===== src/rtl/memory_arbiter.sv =====
// rtl/memory_arbiter.sv - round-robin arbiter sharing one memory port between three masters (optional timeout: ARB_TIMEOUT_EN)
module memory_arbiter #(
    parameter int MEM_ADDR_WIDTH = 8,
    parameter int TIMEOUT_CYCLES = 255
) (
    input  logic                        i_clk,
    input  logic                        i_rst,
    input  logic [3*MEM_ADDR_WIDTH-1:0] i_m_addr,
    input  logic [95:0]                 i_m_din,
    input  logic [11:0]                 i_m_wr,
    input  logic [2:0]                  i_m_enable,
    output logic [31:0]                 o_m_dout,
    output logic [2:0]                  o_m_ready,
    output logic [2:0]                  o_m_error,
    output logic [MEM_ADDR_WIDTH-1:0]   o_mem_addr,
    output logic [31:0]                 o_mem_din,
    output logic [3:0]                  o_mem_wr,
    output logic                        o_mem_enable,
    input  logic [31:0]                 i_mem_dout,
    input  logic                        i_mem_ready,
    output logic                        o_busy
);

    typedef enum logic [1:0] {
        S_IDLE   = 2'd0,
        S_ACCESS = 2'd1,
        S_WAIT   = 2'd2,
        S_RESP   = 2'd3
    } state_t;

    state_t                      r_state;
    state_t                      w_next;
    logic [1:0]                  r_grant;
    logic [1:0]                  r_last_grant;
    logic [1:0]                  w_cand1;
    logic [1:0]                  w_cand2;
    logic [1:0]                  w_winner;
    logic                        w_any_req;
    logic                        w_start;
    logic                        w_expire;
    logic                        w_timeout;
    logic [MEM_ADDR_WIDTH-1:0]   r_mem_addr;
    logic [31:0]                 r_mem_din;
    logic [3:0]                  r_mem_wr;
    logic                        r_mem_enable;
    logic [31:0]                 r_m_dout;
    logic [2:0]                  r_m_ready;
    logic                        r_busy;

    assign w_any_req = |i_m_enable;
    assign w_start   = (r_state == S_IDLE) && w_any_req;

    // Round-robin pick: search starts at the master after the last one served
    always_comb begin
        w_cand1  = (r_last_grant == 2'd2) ? 2'd0 : r_last_grant + 2'd1;
        w_cand2  = (w_cand1 == 2'd2) ? 2'd0 : w_cand1 + 2'd1;
        w_winner = r_last_grant;
        if (i_m_enable[w_cand1]) begin
            w_winner = w_cand1;
        end else if (i_m_enable[w_cand2]) begin
            w_winner = w_cand2;
        end
    end

`ifdef ARB_TIMEOUT_EN
    localparam logic [15:0] LP_TIMEOUT = 16'(TIMEOUT_CYCLES);
    logic [15:0] r_wait_cnt;
    logic [2:0]  r_m_error;

    assign w_expire = (r_wait_cnt + 16'd1) == LP_TIMEOUT;

    // Count WAIT cycles of the current access; cleared when a grant is made
    always_ff @(posedge i_clk or negedge i_rst) begin
        if (!i_rst) begin
            r_wait_cnt <= 16'd0;
        end else if (w_start) begin
            r_wait_cnt <= 16'd0;
        end else if (r_state == S_WAIT) begin
            r_wait_cnt <= r_wait_cnt + 16'd1;
        end
    end

    // Error pulse accompanies the ready pulse only for an expired access
    always_ff @(posedge i_clk or negedge i_rst) begin
        if (!i_rst) begin
            r_m_error <= 3'b000;
        end else begin
            r_m_error <= w_timeout ? (3'b001 << r_grant) : 3'b000;
        end
    end

    assign o_m_error = r_m_error;
`else
    logic w_unused_timeout;

    assign w_expire         = 1'b0;
    assign w_unused_timeout = ^TIMEOUT_CYCLES;
    assign o_m_error        = 3'b000;
`endif

    // Next-state logic; memory completion wins over a same-cycle expiry
    always_comb begin
        w_next    = r_state;
        w_timeout = 1'b0;
        case (r_state)
            S_IDLE:   if (w_any_req) w_next = S_ACCESS;
            S_ACCESS: w_next = S_WAIT;
            S_WAIT: begin
                if (i_mem_ready) begin
                    w_next = S_RESP;
                end else if (w_expire) begin
                    w_next    = S_RESP;
                    w_timeout = 1'b1;
                end
            end
            S_RESP:   w_next = S_IDLE;
            default:  w_next = S_IDLE;
        endcase
    end

    // State register
    always_ff @(posedge i_clk or negedge i_rst) begin
        if (!i_rst) begin
            r_state <= S_IDLE;
        end else begin
            r_state <= w_next;
        end
    end

    // Registered outputs derived from the upcoming state, plus grant bookkeeping
    always_ff @(posedge i_clk or negedge i_rst) begin
        if (!i_rst) begin
            r_grant      <= 2'd0;
            r_last_grant <= 2'd2;
            r_mem_addr   <= '0;
            r_mem_din    <= 32'd0;
            r_mem_wr     <= 4'd0;
            r_mem_enable <= 1'b0;
            r_m_dout     <= 32'd0;
            r_m_ready    <= 3'b000;
            r_busy       <= 1'b0;
        end else begin
            r_mem_enable <= w_start;
            r_busy       <= (w_next != S_IDLE);
            r_m_ready    <= (w_next == S_RESP) ? (3'b001 << r_grant) : 3'b000;
            if (w_start) begin
                r_grant    <= w_winner;
                r_mem_addr <= i_m_addr[int'(w_winner)*MEM_ADDR_WIDTH +: MEM_ADDR_WIDTH];
                r_mem_din  <= i_m_din[int'(w_winner)*32 +: 32];
                r_mem_wr   <= i_m_wr[int'(w_winner)*4 +: 4];
            end else begin
                r_mem_wr   <= 4'd0;
            end
            if (r_state == S_WAIT) begin
                if (i_mem_ready) begin
                    r_m_dout <= i_mem_dout;
                end else if (w_timeout) begin
                    r_m_dout <= 32'hDEADBEEF;
                end
            end
            if (r_state == S_RESP) begin
                r_last_grant <= r_grant;
            end
        end
    end

    assign o_mem_addr   = r_mem_addr;
    assign o_mem_din    = r_mem_din;
    assign o_mem_wr     = r_mem_wr;
    assign o_mem_enable = r_mem_enable;
    assign o_m_dout     = r_m_dout;
    assign o_m_ready    = r_m_ready;
    assign o_busy       = r_busy;

endmodule


===== config.mk =====
export PLATFORM = sky130hd
export DESIGN_NAME = memory_arbiter
export DESIGN_NICKNAME = d
export VERILOG_FILES = /design/src/rtl/memory_arbiter.sv
export SDC_FILE = /design/constraint.sdc
export NUM_CORES = 1
export LEC_CHECK = 0
export CORE_MARGIN = 1
export CORE_UTILIZATION = 41
export DETAILED_ROUTE_END_ITERATION = 8
export GPL_ROUTABILITY_DRIVEN = 0
export PLACE_DENSITY = 0.86
export SLEW_MARGIN = 20
export SYNTH_ARGS = -nofsm -noshare
export SYNTH_HDL_FRONTEND = slang
export SYNTH_SLANG_ARGS = --single-unit

===== constraint.sdc =====
create_clock -name i_clk -period 3.4 [get_ports i_clk]
set_input_delay 0.51 -clock i_clk [delete_from_list [all_inputs] [get_ports i_clk]]
set_output_delay 0.51 -clock i_clk [all_outputs]
set_load 0.05 [all_outputs]

* Yosys cells after proc, flatten, opt, wreduce, memory -nomap -nowiden
Index checks and enable logic that the tools add are counted.
** Word-level totals
- Flip-flop bits (word level) :: 87
- Input port bits :: 170
- Output and inout bits :: 84
** Cells by class
- $add $sub $neg :: 2
- Magnitude comparators :: 2
- Equality and inequality tests :: 6
- Shift operators :: 4
- Muxes and demuxes :: 14
- Reduce and logical (&&, ||, !) cells :: 5
** Operator list (number)
- $shiftx 96x8->32 :: 1
- $mux 32 :: 1
- $shiftx 24x6->8 :: 1
- $mux 2 :: 6
- $shiftx 12x5->4 :: 1
- $eq 2x2->1 const B :: 5
- $pmux 2 s4 :: 1
- $lt 2x3->1 const B :: 2
- $add 2x1->2 const B :: 2
- $bmux 1 s2 :: 2
- $mux 4 :: 1
- $mux 3 :: 1
- $reduce_or 3->1 :: 1
- $shl 1x2->3 const A :: 1
- $eq 2x1->1 const B :: 1
- $logic_not 2->1 :: 1
- $mux 1 :: 2
- $reduce_and 2->1 :: 1
- $reduce_bool 2->1 :: 1
- $logic_and 1x1->1 :: 1

* Logic depth before layout (Yosys ltp)
- Depth after elaboration :: 10
- Depth in mapped cells :: 8
- Mapped depth without buffers :: 6

* Worst setup path after synthesis
Ideal clock, no wire load.
- Kind :: input-to-reg
- Start point :: input port i_m_enable[0]
- End point :: register r_mem_addr[0], in the netlist o_mem_addr[0]
- Arrival time :: 1490 ps
- Data required time :: 3269 ps
- Path slack :: 1779 ps
- Stages on the path :: 7
- Path buffers :: 2
- Path through :: nor3_1 -> nand2b_1 -> buf_2 -> inv_2 -> nand2_1 -> buf_2 -> o211ai_1
** Between the ends
- Word-level cells in the longest chain between the ends :: 5
- Elaborated cells between the ends (all ways) :: 9
- Those cells by class :: 1 x shift; 6 x mux; 2 x reduce/logical
** RTL lines
- start, declared :: line 11 : input logic [2:0] i_m_enable,
- $bmux 1 s2 :: line 60 : end else if (i_m_enable[w_cand2]) begin
- $mux 1 (implied by the code) :: line 60
- $mux 2 :: line 60
- $mux 2 :: line 58 : if (i_m_enable[w_cand1]) begin
- $shiftx 24x6->8 :: line 148 : r_mem_addr <= i_m_addr[int'(w_winner)*MEM_ADDR_WIDTH +: MEM_ADDR_WIDTH];
- end signal, assigned :: line 148
- end, declared :: line 42 : logic [MEM_ADDR_WIDTH-1:0] r_mem_addr;
Several ways; a longest one is shown, not always the timed one. The select of a mux whose other input is x is not followed.
A chain may end at the register's enable or synchronous reset.

* Worst setup path in the final report
- Start point :: input port i_m_enable[1]
- End point :: register r_mem_din[30], in the netlist o_mem_din[30]
** Between the ends
- Word-level cells in the longest chain between the ends :: 5
- Elaborated cells between the ends (all ways) :: 9
- Those cells by class :: 1 x shift; 6 x mux; 2 x reduce/logical
** RTL lines
- $bmux 1 s2 :: line 60
- $mux 1 (implied by the code) :: line 60
- $mux 2 :: line 60
- $mux 2 :: line 58
- $shiftx 96x8->32 :: line 149 : r_mem_din <= i_m_din[int'(w_winner)*32 +: 32];
- end signal, assigned :: line 149
- end, declared :: line 43 : logic [31:0] r_mem_din;
Several ways; a longest one is shown, not always the timed one. The select of a mux whose other input is x is not followed.

==> run_results.csv <==
group,metric,value,unit
outcome,outcome,"finished clean",
timing,setup_skew_after_layout,13.7,ps
timing,timing.final.crit_period,2300,ps
layout,layout_fillers,766,
clocking,cts_inserted_buffers,9,
timing,finalHoldViolations,0,
setup_path,cp_slowest_cell,"sky130_fd_sc_hd__inv_2",
setup_path,r2r_cells,7,
layout,final_net_count,802,
place,port_buffers,250,
layout,antenna_cells_inserted,0,
die,floorplan.die.height,105,µm
setup_path,setup.worst_path.start_class,"input pin",
synthesis,synthesis.yosys.warnings,0,
timing,worstMarginPinSlew,859,ps
die,floorplan.io_pins,254,
synthesis,synth.cell_area,0.00437,mm²
setup_path,crit_arrival,2560,ps
detailed_routing,drtAntennaViolNets,0,
detailed_routing,drcViolationCount,0,
timing,tns,0,ps
synthesis,syn-mean-instance-area,11.0,µm²
power,p_leak,2.90,nW
power,report.power.total,7.21,mW
synthesis,syn_inst,396,
layout,final_layout_size_suffix_gt1_frac,0.109,
place,dp.final_hpwl,9.93,mm
timing,final-setup-viol-count,0,
layout,layout.cell_area.non_filler,0.00718,mm²
clocking,clock-sinks,87,
clocking,cts-resized-gates,0,
synthesis,ys_types,35,
detailed_routing,postRouteWirelength,14.0,mm
setup_path,criticalPathCategory,"in -> reg",
die,initial_core_utilization,0.423,
synthesis,number_of_synthesized_flops_with_an_enable_pin,0,
global_routing,vias_in_the_first_global_route,4363,
detailed_routing,routed-via-count,4281,
setup_path,worstPathCellList,"clkdlybuf4s50_1 -> nor3_1 -> nand2b_2 -> inv_2 -> nand2_1 -> buf_4 -> o211ai_1",
clocking,cts-root-to-sink-buffers,2,
global_routing,grt_first_pass_wirelength,21.7,mm
setup_path,critPathRequiredTime,3660,ps
synthesis,synth-seq-area-share,0.498,
run,max_cap_viol_count,0,
setup_path,crit-reg2reg-launch,"r_state[0]$_DFF_PN0_",
synthesis,synth_seq_cells,87,
setup_path,r2r_slack,1240,ps
detailed_routing,dr.first_iter.drc_count,226,
timing,max-slew-margin-rel,0.426,
power,irDropWorstVdd,652,µV
global_routing,globalRoute.totalOverflow,0,
global_routing,grt_max_degree,88,
global_routing,grt_antenna_before_repair,0,
setup_path,worst_path_largest_cell_delay,630,ps
detailed_routing,drt_first_pass_iters,4,
synthesis,asyncSetResetFlopFracSynth,1.00,
timing,timing_max_transition_violations_final,0,
global_routing,grt_usage,0.251,
detailed_routing,avgViaCountPerCell,5.57,
timing,rsz0062_at_grt,"false",
die,die-area,0.0111,mm²
clocking,hold_buffers,0,
timing,fin_crit_share,0.676,
synthesis,dominantRegCellSynth,"sky130_fd_sc_hd__dfrtp_1",
place,post_dp_area,0.00696,mm²
clocking,htree_num_levels,3,
clocking,cts.clk_slew.worst_paths,80,ps
clocking,postCtsSetupBuffers,0,
die,fp.coreArea,0.0103,mm²
die,die_width,105,µm
setup_path,crit-reg2reg-capture,"o_mem_din[30]$_DFFE_PN0P_",
setup_path,critPathMaxFanout,46,
die,floorplan.rows,37,
layout,layout_common_cells,"249 x sky130_fd_sc_hd__clkdlybuf4s50_1, 86 x sky130_fd_sc_hd__dfrtp_1, 44 x sky130_fd_sc_hd__nand4_1, 34 x sky130_fd_sc_hd__mux2_2, 28 x sky130_fd_sc_hd__nand2_1",
setup_path,endpoint_kind,"flip-flop",
clocking,cts_root_buffer,"sky130_fd_sc_hd__clkbuf_8",
power,power_density_over_the_cells,1000,mW/mm²
clocking,insertion_delay,360,ps
place,place_worst_setup_slack,767,ps
layout,synthToLayoutAreaGrowth,64.3,%
timing,final.setup.worst_slack,1100,ps
detailed_routing,routed_wire_length_per_instance,18.2,µm
layout,layout.cells.most_common,"sky130_fd_sc_hd__clkdlybuf4s50_1",
hold_path,min_path_type,"in -> async",
timing,maximum_achievable_frequency,0.435,GHz
clocking,cts_tree,"yes",
-- layer usage --
metal	vias to the layer above	part of all wire	GRT usage
met5	-	0	0
met1	2033	0.40	0.310
met4	0	0.027	0.109
met2	246	0.49	0.422
met3	32	0.081	0.0569
li1	1970	-	-
-- registers in the layout, indices dropped and copies added (netlist names), 2 cells and up --
register,cells
r_state,2
r_grant,2
r_last_grant,2
o_mem_wr,4
o_mem_din,32
o_m_ready,3
o_mem_addr,8
o_m_dout,32
-- through the flow --
step / std cells / hold slack [ps] / util
floorplan: 398 / 214 / -
global placement: 753 / 478 / 0.674
detailed placement: 753 / 485 / 0.674
CTS: 769 / 390 / 0.695
global route: 769 / 276 / 0.695
finish: 769 / 200 / 0.695
-- worst max-delay path by stage --
stage / startpoint / endpoint / slack, ps / depth (start not counted)
2_1_floorplan: i_m_enable[0] / o_mem_addr[0]$_DFFE_PN0P_ / 1780 / 7
3_3_place_gp: i_m_enable[1] / o_mem_din[3]$_DFFE_PN0P_ / 890 / 7
3_5_place_dp: i_m_enable[1] / o_mem_din[30]$_DFFE_PN0P_ / 770 / 7
4_1_cts: i_m_enable[1] / o_mem_addr[0]$_DFFE_PN0P_ / 1140 / 7
5_1_grt: i_m_enable[1] / o_mem_addr[2]$_DFFE_PN0P_ / 980 / 7
6_report: i_m_enable[1] / o_mem_din[30]$_DFFE_PN0P_ / 1100 / 7
-- cells by family (layout without fill, tap and decap cells) --
| family | count (synthesis) | count (layout) | synth area share |
|---|---|---|---|
| DFF | 87 | 87 | 0.498 |
| other | 1 | 3 | 0.000858 |
| adders and majority gates | 4 | 4 | 0.0115 |
| AOI/OAI and AO/OA | 108 | 108 | 0.182 |
| muxes | 58 | 58 | 0.143 |
| and+or+nand+nor | 93 | 93 | 0.118 |
| buffers and inverters | 45 | 280 | 0.0475 |
-- layout make-up --
cell class                 count  area [µm²]  share of cell area
tap                          136         170              0.0237
clock buffer                  11         141              0.0197
clock inverter                 5        78.8              0.0110
inverter                       3        11.3             0.00157
sequential                    87        2180               0.303
multi-input combinational    266        2000               0.279
timing repair buffer         261        2600               0.362
-- power by group --
| group | total [mW] | internal, mW | switching [mW] |
|---|---|---|---|
| Sequential | 1.83 | 1.54 | 0.290 |
| Clock | 0.800 | 0.435 | 0.365 |
| Combinational | 4.58 | 1.70 | 2.88 |
-- critical path, delay by kind of cell --
kind | cells | cell delay [ps]
buffers and inverters | 3 | 1420
and+or+nand+nor | 3 | 380
AOI/OAI and AO/OA | 1 | 230
-- cell usage after synthesis (4+ instances only) --
cell	instances	share of area
sky130_fd_sc_hd__a31o_1	16	0.032
sky130_fd_sc_hd__nand4_1	44	0.063
sky130_fd_sc_hd__ha_1	4	0.011
sky130_fd_sc_hd__o31ai_1	20	0.034
sky130_fd_sc_hd__dfrtp_1	86	0.49
sky130_fd_sc_hd__buf_1	4	0.0034
sky130_fd_sc_hd__nand2_1	28	0.024
sky130_fd_sc_hd__and3_1	5	0.0072
sky130_fd_sc_hd__clkbuf_1	19	0.016
sky130_fd_sc_hd__mux2i_1	24	0.055
sky130_fd_sc_hd__nor2_1	4	0.0034
sky130_fd_sc_hd__mux2_2	34	0.088
sky130_fd_sc_hd__buf_2	13	0.015
sky130_fd_sc_hd__o211ai_1	24	0.041
sky130_fd_sc_hd__a21oi_1	21	0.024
sky130_fd_sc_hd__buf_4	6	0.010
sky130_fd_sc_hd__o22a_1	17	0.034
sky130_fd_sc_hd__o21a_1	5	0.0086
(Power assumes the default switching activity.)
